==> src/rtl/instruction_fetch_ctrl.sv <==
// PC sequencer for a combinational instruction memory with a one-entry registered valid/ready output.
// Define IFETCH_PERF_COUNT_EN to add a transfer counter on fetch_count; otherwise fetch_count is tied to 0.
module instruction_fetch_ctrl #(
   parameter int NUM_INSTRUCTIONS = 2,
   parameter int RESET_PC         = 0
) (
   input  logic        clock,
   input  logic        reset_n,
   input  logic        start,
   output logic [31:0] program_counter,
   input  logic [31:0] instruction,
   output logic [31:0] fetch_instruction,
   output logic [31:0] fetch_pc,
   output logic        fetch_valid,
   input  logic        fetch_ready,
   input  logic        redirect_valid,
   input  logic [31:0] redirect_pc,
   output logic        busy,
   output logic        done,
   output logic [31:0] fetch_count
);

   localparam logic [1:0] S_IDLE  = 2'd0;
   localparam logic [1:0] S_FETCH = 2'd1;
   localparam logic [1:0] S_DRAIN = 2'd2;
   localparam logic [1:0] S_HALT  = 2'd3;

   localparam logic [31:0] NUM_PC  = 32'(NUM_INSTRUCTIONS);
   localparam logic [31:0] LAST_PC = 32'(NUM_INSTRUCTIONS - 1);
   localparam logic [31:0] RST_PC  = 32'(RESET_PC);

   logic [1:0]  state_q, state_d;
   logic [31:0] pc_q, pc_d;
   logic [31:0] instr_q, instr_d;
   logic [31:0] fpc_q, fpc_d;
   logic        valid_q, valid_d;
   logic        transfer;
   logic        start_accept;

   assign transfer     = valid_q & fetch_ready;
   assign start_accept = start & ((state_q == S_IDLE) | (state_q == S_HALT));

   always_comb begin
      state_d = state_q;
      pc_d    = pc_q;
      instr_d = instr_q;
      fpc_d   = fpc_q;
      valid_d = valid_q;
      case (state_q)
         S_IDLE, S_HALT: begin
            if (start) begin
               state_d = S_FETCH;
               pc_d    = RST_PC;
               valid_d = 1'b0;
            end
         end
         S_FETCH, S_DRAIN: begin
            // A redirect wins over capture; an out-of-range target stops the fetcher with pc untouched.
            if (redirect_valid) begin
               valid_d = 1'b0;
               if (redirect_pc >= NUM_PC) begin
                  state_d = S_HALT;
               end else begin
                  pc_d    = redirect_pc;
                  state_d = S_FETCH;
               end
            end else if (state_q == S_FETCH) begin
               if (!valid_q || transfer) begin
                  instr_d = instruction;
                  fpc_d   = pc_q;
                  valid_d = 1'b1;
                  if (pc_q >= LAST_PC) begin
                     state_d = S_DRAIN;
                  end else begin
                     pc_d = pc_q + 32'd1;
                  end
               end
            end else if (transfer) begin
               valid_d = 1'b0;
               state_d = S_HALT;
            end
         end
         default: state_d = S_IDLE;
      endcase
   end

   always_ff @(posedge clock or negedge reset_n) begin
      if (!reset_n) begin
         state_q <= S_IDLE;
         pc_q    <= RST_PC;
         instr_q <= '0;
         fpc_q   <= '0;
         valid_q <= 1'b0;
      end else begin
         state_q <= state_d;
         pc_q    <= pc_d;
         instr_q <= instr_d;
         fpc_q   <= fpc_d;
         valid_q <= valid_d;
      end
   end

`ifdef IFETCH_PERF_COUNT_EN
   logic [31:0] count_q;

   always_ff @(posedge clock or negedge reset_n) begin
      if (!reset_n) begin
         count_q <= '0;
      end else if (start_accept) begin
         count_q <= '0;
      end else if (transfer) begin
         count_q <= count_q + 32'd1;
      end
   end

   assign fetch_count = count_q;
`else
   logic unused_start_accept;
   assign unused_start_accept = start_accept;
   assign fetch_count         = '0;
`endif

   assign program_counter   = pc_q;
   assign fetch_instruction = instr_q;
   assign fetch_pc          = fpc_q;
   assign fetch_valid       = valid_q;
   assign busy              = (state_q == S_FETCH) | (state_q == S_DRAIN);
   assign done              = (state_q == S_HALT);

endmodule

==> config.mk <==
export PLATFORM = sky130hd
export DESIGN_NAME = instruction_fetch_ctrl
export DESIGN_NICKNAME = d
export VERILOG_FILES = /design/src/rtl/instruction_fetch_ctrl.sv
export SDC_FILE = /design/constraint.sdc
export NUM_CORES = 1
export LEC_CHECK = 0
export CORE_AREA = 3 3 109 111
export CTS_BUF_LIST = sky130_fd_sc_hd__clkbuf_8
export CTS_CLUSTER_DIAMETER = 30
export DETAILED_ROUTE_END_ITERATION = 6
export DIE_AREA = 0 0 112 114
export PLACE_DENSITY = 0.86
export SLEW_MARGIN = 30
export SYNTH_ARGS = -nofsm -noshare
export SYNTH_HDL_FRONTEND = slang
export SYNTH_SLANG_ARGS = --single-unit
export TNS_END_PERCENT = 10
==> constraint.sdc <==
create_clock -name clock -period 1.6 [get_ports clock]
set_input_delay 0.4 -clock clock [delete_from_list [all_inputs] [get_ports clock]]
set_output_delay 0.4 -clock clock [all_outputs]
set_load 0.02 [all_outputs]
Word level (Yosys, flattened, before mapping). Cells that the tools add are included.

Input bits: 69. Word-level logic and storage cells: 52. Register bits after elaboration: 99.

Reductions and logical operators: 9. Bitwise operators: 3. Muxes and demuxes: 21. Add/sub/neg operators: 1. Order comparisons: 2. Eq/ne operators: 11.

Operators with widths (number): 32-bit two-way mux (6); 32-bit case mux with 2 select lines (1); 32-bit by 1-bit adder with 32-bit output (second input constant) (1); 32-bit by 1-bit >= comparator with 1-bit output (second input constant) (1); 32-bit by 2-bit >= comparator with 1-bit output (second input constant) (1); 2-bit two-way mux (7); 3-bit inequality test (second input constant) (4); 4-bit inequality test (second input constant) (3); 4-bit AND reduction (2); 1-bit two-way mux (5); 5-bit AND reduction (1); 2-bit equality test (second input constant) (2); 2-bit case mux with 2 select lines (1); 2-bit OR reduction (2); 3-bit AND reduction (1); 2-bit by 1-bit equality test with 1-bit output (second input constant) (1); 2-bit zero test (1); 2-bit inequality test (second input constant) (1); 1-bit case mux with 2 select lines (1); 1-bit bitwise AND (1); 1-bit zero test (1); 1-bit logical OR (1); 1-bit inverter (1); 1-bit OR (1).

Longest topological paths before layout.
Depth in word-level cells: 6. Gate-level depth with buffers: 8.

Worst setup path after synthesis. No wires, ideal clock.

Path kind: register to register. Start point: reg state_q[0]. End point: reg state_q[1]. Data arrival time: 1.798 ns. Data required time: 1.521 ns. Cell stages (with the launch flop): 8. Library setup time: 0.079 ns. Setup slack: -0.278 ns. Cell sequence: dfrtp_1 -> inv_1 -> ha_1 -> inv_1 -> nor2_1 -> a31oi_1 -> a21boi_0 -> mux2i_1.

Word-level cells in the longest chain between the ends: 4.

Ends and longest elaborated chain: from (decl) (RTL line 32) `logic [1:0] state_q, state_d;`; from (signal assigned) (RTL line 95) `state_q <= state_d;`; 2-bit by 1-bit equality test with 1-bit output, or another cell as far along (RTL line 49, 67); 2-bit OR reduction or 2-bit two-way mux (tied branches) (RTL line 49, 67); 4-bit inequality test (no source line), or another cell as far along; 4-bit AND reduction (no source line) or 2-bit case mux with 2 select lines (tied branches).

Several ways; a longest one is shown, not always the timed one. A chain may end at the register's enable or synchronous reset.

Final worst setup path.
Start point: in redirect_pc[2]. End point: reg pc_q[19], in the netlist program_counter[19].

Word-level cells in the longest chain between the ends: 3.

Ends and longest elaborated chain: from (decl) (RTL line 17) `input logic [31:0] redirect_pc,`; 32-bit by 2-bit >= comparator with 1-bit output (RTL line 61) `if (redirect_pc >= NUM_PC) begin`; 3-bit inequality test (no source line); 5-bit AND reduction (no source line); to (signal assigned) (RTL line 96) `pc_q <= pc_d;`; to (decl) (RTL line 33) `logic [31:0] pc_q, pc_d;`.

Every way passes these cells.

==> flow_summary.json <==
{
  "post_drt_wl_per_cell_um": 15.7,
  "htree_levels": 3,
  "dp_hpwl_um": 8210,
  "finalCritPeriodShare_pct": 112,
  "irDropWorstVdd_mv": 0.775,
  "clockBufferDepth": 2,
  "grt_pass1_wl_um": 16600,
  "ys_types": 27,
  "avgViaCountPerCell": 4.56,
  "grt-ovfl-total": 0,
  "cts.clk_slew.worst_paths_ns": 0.09,
  "fillers": 894,
  "p_per_area_nw_per_um2": 1410,
  "syn_to_final_growth_pct": 54.0,
  "fin_cells": 666,
  "dieArea_um2": 12800,
  "drv_slew": 0,
  "tritoncts": "yes",
  "die_x_um": 112,
  "antenna_found_initial": 0,
  "critical_path_class": "input port to flip-flop",
  "ys_seq_area_share_pct": 59.3,
  "critical_path_arrival_ns": 2.04,
  "hold_viol": 0,
  "critPathMaxFanout": 19,
  "drive_gt1_share_pct": 38.4,
  "setup_viol": 99,
  "synthArstFlopShare_pct": 100,
  "fin_skew_ns": 0.00806,
  "syn_inst": 298,
  "num_vias": 3038,
  "worst_hold_slack_ns": 0.504,
  "seqCellArea_um2": 2480,
  "numCtsBuffers": 9,
  "core.rowCount": 38,
  "crit_required_ns": 1.85,
  "pre_cts_ws_ns": -0.613,
  "wirelength_um": 10500,
  "clk_latency_ns": 0.36,
  "gp_congestion": 0.806,
  "track_usage_pct": 16.6,
  "ioPinCount": 200,
  "io_buffers": 167,
  "drcViolationCount": 0,
  "crit_path_start_kind": "input port",
  "synth_area_leaders": "dfrtp_1 59%, mux2_2 16%, buf_4 5.7%, and2_1 4.3%, mux2_4 2.5%",
  "final_nets": 596,
  "post_cts_buffers": 0,
  "synthTopCellsByCount": "99 x dfrtp_1, 60 x mux2_2, 32 x buf_4",
  "core_um2": 10900,
  "die_height_um": 114,
  "synthFlopType": "dfrtp_1",
  "cap_viol_max_count": 0,
  "yosys.area.top_type": "dfrtp_1",
  "first_pass_iters": 4,
  "drtAntennaViolNets": 0,
  "p_leak_uw": 0.00337,
  "stdcell_area_um2": 6440,
  "fin_ws_ns": -0.189,
  "dp_cells": 648,
  "ys_seq_elements": 99,
  "yosysWarnings": 0,
  "hold_path.class": "flip-flop to flip-flop",
  "diodes": 0,
  "first_iter_violations": 127,
  "netlist_area_um2": 4180,
  "total_power_uw": 9090,
  "synth.avg_cell_area_um2": 14.0,
  "grt_max_degree": 35,
  "start_util_pct": 38.4,
  "placed_area_um2": 6330,
  "root_buffer": "clkbuf_8",
  "max_freq_mhz": 559,
  "endpoint_kind": "flip-flop",
  "synth_edf_count": 0,
  "yosysTopAreaCellShare_pct": 59.3,
  "fin_crit_ns": 1.79,
  "multi_input_area_um2": 1590,
  "synthMostInstantiatedCell": "dfrtp_1",
  "violations": "negative setup slack",
  "rsz0062_at_grt": "true",
  "grt_pass1_vias": 3317,
  "clkSinkCount": 99,
  "status": "complete, but fails checks"
}
cell type report:
class,instances,share of cell area (%)
Sequential cell,99,38.5
Inverter,7,0.486
Clock buffer,9,1.92
Clock inverter,7,1.05
Tap cell,140,2.72
Timing Repair Buffer,222,30.5
Multi-Input combinational cell,182,24.8
metrics by stage:
stage / utilization [%] / TNS [ns]
2_1_floorplan: - / -1.86
3_3_place_gp: 58.1 / -38.22
3_5_place_dp: 58.1 / -40.14
4_1_cts: 59.9 / -9.60
5_1_grt: 59.1 / -17.06
6_report: 59.1 / -8.67
logic make-up after synthesis:
logic type / after synthesis / share of synthesized area [%]
XOR/XNOR: 1 / 0.210
adder cells (fa/ha/maj): 6 / 1.80
other: 1 / 0.0897
multiplexers: 70 / 19.4
flip-flops: 99 / 59.3
buffers and inverters: 48 / 8.50
AND/OR/NAND/NOR: 64 / 9.28
AO/OA/AOI/OAI: 9 / 1.44
critical path, stage by stage:
cell and delay (ns):
clkdlybuf4s50_1 0.44, nor4_1 0.35, nand4_1 0.16, o21ai_2 0.23
o21ai_4 0.13, buf_12 0.17, and2_1 0.16
where the power goes:
group          switching (µW)  internal, µW  leakage, µW
combinational            2160          2110      0.00197
sequential                254          3020      0.00130
clock                     836           717    0.0000968
total                    3250          5840      0.00337
layer usage:
layer | GRT usage [%] | vias up | part of all wire (%)
met2 | 29.5 | 143 | 50
met1 | 18.9 | 1476 | 39
met5 | 0 | - | 0
met3 | 6.26 | 5 | 9.5
li1 | - | 1414 | -
met4 | 4.57 | 0 | 0.73
worst paths after layout:
check	startpoint	to	slack (ns)	cells after the start
max	redirect_pc[2]	program_counter[19]	-0.19	7
min	fetch_instruction[11]	fetch_instruction[11]	0.50	1
max reg2reg	program_counter[0]	program_counter[19]	-0.18	8
min reg2reg	fetch_instruction[11]	fetch_instruction[11]	0.50	1
max in group asynchronous	reset_n	fetch_instruction[9]	0.50	3
min in group asynchronous	reset_n	fetch_instruction[2]	0.55	2
sequential cells by signal, indices dropped and copies added, names as in the netlist:
signal / cells
fetch_valid: 1
state_q: 2
fetch_pc: 32
program_counter: 32
fetch_instruction: 32
placed cells by master, fill, tap and decap left out, types with 2 or more instances in the layout:
cell type,instances
dfrtp_1,97
clkdlybuf4s50_1,67
dlygate4sd2_1,65
mux2_2,58
buf_4,45
conb_1,32
and2_1,22
buf_2,17
nor4_1,11
clkbuf_2,10
mux2_4,9
clkbuf_8,9
and2_4,7
nand2_1,6
buf_12,6
buf_6,5
clkdlybuf4s15_2,5
nand4_1,4
inv_2,3
nor4_2,3
inv_1,3
mux2i_1,3
ha_4,3
inv_4,2
a21oi_1,2
nor2_1,2
ha_2,2
clkinv_2,2
clkinvlp_4,2
dfrtp_2,2
timing repair:
action	in CTS	in global routing
hold buffers	1	0
cloned	0	1
resized for setup	175	41
pin swaps	1	6
setup endpoints to repair	196	129
endpoints found under the hold margin	30	0
(Power assumes the default switching activity.)
==> patch 1 (same settings) <==
Put one more register stage on the output `program_counter`, with the module's reset. The value now appears one clock later. The other outputs are not delayed to match.
--- a/src/rtl/instruction_fetch_ctrl.sv
+++ b/src/rtl/instruction_fetch_ctrl.sv
@@ -121,5 +121,11 @@
 `endif
 
-   assign program_counter   = pc_q;
+   always_ff @(posedge clock or negedge reset_n) begin
+      if (!reset_n) begin
+         program_counter <= '0;
+      end else begin
+         program_counter <= pc_q;
+      end
+   end
    assign fetch_instruction = instr_q;
    assign fetch_pc          = fpc_q;
Behaviour: not the same (Yosys sat finds a counterexample within 4 cycles, from zero or initial values and one cycle with reset_n low).
==> patch 1 against the unedited design <==
- the run still ends with negative setup slack left
- utilization is 8.6 points higher
- total power is 15% higher
- cell area is 15% higher
- die area stayed put
- clock skew increased by 4.0 ps
- maximum frequency increased by 0.38%
- setup slack better by 6.8 ps
- area after synthesis is 19% higher
- sequential cell count grew 32
- routed wire length is 6.3% higher
- critical path type unchanged
- largest power group is now sequential cells
==> patch 1: results (changes against the unedited design) <==
Global route
  • Vias in the first global route: 3,594 (was 3,317)
  • Initial antenna violation count: 0 (unchanged)
  • First-pass GRT wire length: 17.9 mm (was 16.6 mm)
  • Largest net degree at the start of global routing: 39 (was 35)
  • GRT Total Usage: 0.181 (was 0.166)

Setup path
  • Critical path fanouts, max: 30 (was 19)
  • Critical Path RT: 1910 ps (was 1850 ps)

Clock network
  • Cts bufs inserted: 17 (was 9)
  • Clk pin slew, worst setup/hold paths: 70 ps (was 90 ps)
  • Clock Path Buffers: 2 (unchanged)
  • Root Driver: clkbuf_8 (unchanged)
  • Insertion delay to the later sink of the worst-skew pair: 420 ps (was 360 ps)
  • H-tree levels: 4 (was 3)
  • Post-CTS Setup Repair Bufs: 0 (unchanged)

Placed design
  • Placed cell areas: 0.00708 mm^2 (was 0.00633 mm^2)
  • GPL Wtd Cong: 0.783 (was 0.806)
  • Pre-CTS WS: -595 ps (was -613 ps)
  • Cells after DPL: 675 (was 648)
  • PortBufs: 167 (unchanged)
  • Post-DP HPWL: 8.65 mm (was 8.21 mm)

STA
  • Setup ws final: -182 ps (was -189 ps)
  • Setup Viol. Count Final: 99 (unchanged)
  • Clock Skews: 12.1 ps (was 8.06 ps)
  • Setup TNS Final: -9680 ps (was -8670 ps)

Cells and area
  • ANT cells: 0 (unchanged)
  • Layout cells sized above 1: 0.301 (was 0.384)
  • Fillcell total: 819 (was 894)
  • Final non-filler cell total: 708 (was 666)
  • Nets: 630 (was 596)

Logic synthesis
  • Synth cell count leaders: dfrtp_1, mux2_2, buf_4 (unchanged)
  • Synth area leaders: dfrtp_1, mux2_2, buf_4, and2_1, nor4_1 (was dfrtp_1, mux2_2, buf_4, and2_1, mux2_4)
  • Netlist cell types: 27 (unchanged)
  • Ys flop type: dfrtp_1 (unchanged)
  • Share of the yosys chip area belonging to registers: 0.659 (was 0.593)
  • Ys async rst share: 1.00 (unchanged)
  • Syn_area_per_cell: 15.1 um^2 (was 14.0 um^2)
  • Warnings from Yosys: 0 (unchanged)

Routing
  • Routed WL per cell: 15.7 um (about the same)
  • Routed vias/inst: 4.67 (was 4.56)
  • Drt initial violations: 106 (was 127)
  • Pre-antenna DRT Iters: 4 (unchanged)

Power
  • Maximum vdd drop: 0.818 mV (was 0.775 mV)
  • Leakage power: 3.92 nW (was 3.37 nW)

Worst hold path
  • Worst hold path class: in2async (was reg2reg)

Run status
  • Status: finished, violations left (unchanged)
  • Failing checks: negative setup slack (unchanged)
-- patch 1: changes by cell type in the layout (fill, tap and decap cells not counted), moves of 6 or more --
cell / before / now
dfrtp_1: 97 / 130
and2_4: 7 / 0
and2_1: 22 / 29
dlygate4sd2_1: 65 / 91
clkbuf_8: 9 / 17
clkbuf_2: 10 / 1
buf_4: 45 / 39
buf_2: 17 / 0
-- patch 1: worst max-delay path: stages --
cell and delay, ps:
clkdlybuf4s50_1 400, nor4_1 460, nand4_1 170, o21ai_2 200, o21ai_2 120, buf_12 180, and2_1 160
-- patch 1: layout make-up --
cell class,instances,area share
timing repair buffer,216,0.273
inverter,7,0.00390
clock buffer,17,0.0317
sequential,131,0.445
clock inverter,15,0.0129
tap,140,0.0238
multi-input combinational,182,0.210
-- patch 1: logic make-up (layout without fill, tap and decap cells) --
| family | count (synthesis) | count (layout) | synth area share |
|---|---|---|---|
| compound gates | 9 | 9 | 0.0121 |
| xor+xnor | 1 | 1 | 0.00176 |
| fa+ha+maj | 6 | 6 | 0.0151 |
| buf+inv | 48 | 255 | 0.0715 |
| flops | 131 | 131 | 0.659 |
| mux | 70 | 70 | 0.162 |
| other cells | 1 | 32 | 0.000754 |
| simple gates | 64 | 64 | 0.0780 |
-- patch 1: per-stage QoR --
| stage | util | power [mW] |
|---|---|---|
| finish | 0.677 | 10.4 |
| global route | 0.677 | 11.0 |
| CTS | 0.675 | 10.5 |
| detailed placement | 0.650 | 8.51 |
| global placement | 0.650 | 8.35 |
| floorplan | - | 6.60 |
-- patch 1: report_power, final --
part / internal (mW) / total [mW] / switching [mW]
combinational: 1.96 / 4.04 / 2.08
sequential: 3.85 / 4.12 / 0.267
clock: 1.05 / 2.27 / 1.22
total: 6.86 / 10.4 / 3.57
-- patch 1: layer usage --
layer	track usage	routed length [um]	up-vias
met3	0.0626	817	8
met4	0.0457	70	0
met2	0.341	6090	144
met5	0	0	-
met1	0.193	4140	1631
li1	-	-	1520
-- patch 1: worst paths after layout --
kind | startpoint | to | slack [ps] | cells after the start
max | redirect_pc[15] | pc_q[9] | -180 | 7
min | reset_n | fetch_pc[26] | 440 | 2
max reg2reg | pc_q[0] | pc_q[9] | -180 | 8
min reg2reg | pc_q[5] | program_counter[5] | 440 | 0
max in group asynchronous | reset_n | fetch_instruction[7] | 630 | 3
min in group clock | pc_q[5] | program_counter[5] | 440 | 0
-- patch 1: timing repair --
action                     in CTS  in global routing
gates cloned                    0                  0
gates resized for setup       124                 10
setup endpoints to repair     197                106
hold endpoints to repair       34                  0
pin swaps                       4                  2
hold buffers                    1                  0
==> patch 2 (config.mk and constraints unchanged) <==
Made on the original files. Build with the macro `IFETCH_PERF_COUNT_EN` defined.
--- a/src/rtl/instruction_fetch_ctrl.sv
+++ b/src/rtl/instruction_fetch_ctrl.sv
@@ -1,4 +1,6 @@
 // PC sequencer for a combinational instruction memory with a one-entry registered valid/ready output.
 // Define IFETCH_PERF_COUNT_EN to add a transfer counter on fetch_count; otherwise fetch_count is tied to 0.
+`define IFETCH_PERF_COUNT_EN
+
 module instruction_fetch_ctrl #(
    parameter int NUM_INSTRUCTIONS = 2,
Check against the original RTL: not equivalent (a bounded check fails within 4 cycles, from zero or initial values and one cycle with reset_n low).
==> patch 2 against the unedited design <==
- the flow still finishes with violations (negative setup slack)
- utilization increased by 23 points
- total power grew 33%
- global-route usage increased by 11 points
- sequential share of layout area decreased by 1.9 points
- combinational power up 17%
- setup slack worse by 210 ps
- die area did not move
- routed wire length rose by 71%
- sequential cell count rose by 32
- critical path depth did not move
- area after synthesis is 31% higher
- cell area up 39%
- largest cell class unchanged
- largest power group unchanged
==> patch 2: results (changes against the unedited design) <==
Run status
  • Status: finished, violations left (unchanged)
  • Failing checks: negative setup slack (unchanged)

STA
  • Setup Viol. Count Final: 132 (was 99)
  • WHS: 355 ps (was 504 ps)
  • Setup ws final: -396 ps (was -189 ps)
  • Clock Skews: 12.5 ps (was 8.06 ps)
  • Setup TNS Final: -28,320 ps (was -8670 ps)

Cells and area
  • Fillcell total: 563 (was 894)
  • Nets: 829 (was 596)
  • Layout cells sized above 1: 0.418 (was 0.384)

Power
  • Flop pwr share: 0.344 (was 0.360)
  • Maximum vdd drop: 0.837 mV (was 0.775 mV)
  • Leakage power: 4.50 nW (was 3.37 nW)
  • P_int: 7.78 mW (was 5.84 mW)
  • Final Total Pwr: 12.1 mW (was 9.09 mW)

Setup path
  • R2r endpoint: fetch_count[27] (was program_counter[19])
  • RR Startpoint: state_q[0] (was program_counter[0])
  • R2R depth: 7 (was 8)
  • Critical Path AT: 2300 ps (was 2040 ps)
  • R2R Setup Slk: -400 ps (was -180 ps)
  • Critical path fanouts, max: 4 (was 19)

Clock network
  • H-tree levels: 4 (was 3)
  • Cts bufs inserted: 17 (was 9)
  • Insertion delay to the later sink of the worst-skew pair: 430 ps (was 360 ps)

Logic synthesis
  • Synth area leaders: dfrtp_1, mux2_2, and2_1, nor4_1, xnor2_1 (was dfrtp_1, mux2_2, buf_4, and2_1, mux2_4)
  • Netlist cell types: 41 (was 27)
  • Synth cell count leaders: dfrtp_1, mux2_2, nor2_1 (was dfrtp_1, mux2_2, buf_4)
  • Syn_area_per_cell: 12.6 um^2 (was 14.0 um^2)

Global route
  • Grt met3 use: 0.0934 (was 0.0626)
  • Grt met1 use: 0.327 (was 0.189)
  • First-pass GRT wire length: 28.1 mm (was 16.6 mm)
  • Largest net degree at the start of global routing: 45 (was 35)
  • Met2 Use GR: 0.482 (was 0.295)

Routing
  • Pre-antenna DRT Iters: 5 (was 4)
  • DR vias: 4,931 (was 3,038)
  • Routed vias/inst: 5.44 (was 4.56)

Placed design
  • PortBufs: 199 (was 167)
  • Pre-CTS WS: -700 ps (was -613 ps)
  • Post-DP HPWL: 11.9 mm (was 8.21 mm)
  • Placed cell areas: 0.00840 mm^2 (was 0.00633 mm^2)
-- patch 2: cells by family (layout without fill, tap and decap cells) --
family,after synthesis,after routing,share of synthesized area
adder cells (fa/ha/maj),7,7,0.0160
multiplexers,69,69,0.141
flip-flops,131,131,0.597
AO/OA/AOI/OAI,30,30,0.0369
XOR/XNOR,25,25,0.0399
buffers and inverters,24,353,0.0182
AND/OR/NAND/NOR,151,151,0.151
-- patch 2: repair_timing --
item	4_1_cts	5_1_grt
cloned	1	0
setup endpoints to repair	255	178
pin swaps	12	8
setup buffers	13	2
hold endpoints to repair	9	0
hold buffers	1	0
gates resized for setup	341	72
-- patch 2: metal layers --
layer  up-vias  wire (um)
li1       2187          -
met1      2428       6670
met2       268       9300
met3        48       1470
met4         0        447
met5         -          0
-- patch 2: how the worst max path moves through the flow --
stage                         startpoint                   to  slack [ps]  cells past startpoint
after global routing          state_q[0]      fetch_count[27]        -480                      7
after global placement    redirect_valid   program_counter[9]        -630                      8
after floorplan               state_q[0]      fetch_count[27]        -330                      7
after detailed placement  redirect_pc[2]  program_counter[12]        -700                      8
after CTS                     state_q[0]      fetch_count[29]        -330                      7
final                         state_q[0]      fetch_count[27]        -400                      7
-- patch 2: worst max-delay path: stages (launching register included) --
cell and delay (ps):
dfrtp_1 380, inv_2 60, ha_4 290, nand2_4 60
a211o_1 270, or3_4 410, o311ai_4 270, o41ai_2 130
-- patch 2: cell type report --
class	count	area, um^2	share of cell area
Inverter	10	42.5	0.00475
Clock buffer	17	234	0.0261
Clock inverter	15	180	0.0201
Multi-Input combinational cell	282	2410	0.269
Tap cell	140	175	0.0196
Timing Repair Buffer	311	2640	0.294
Sequential cell	131	3280	0.367
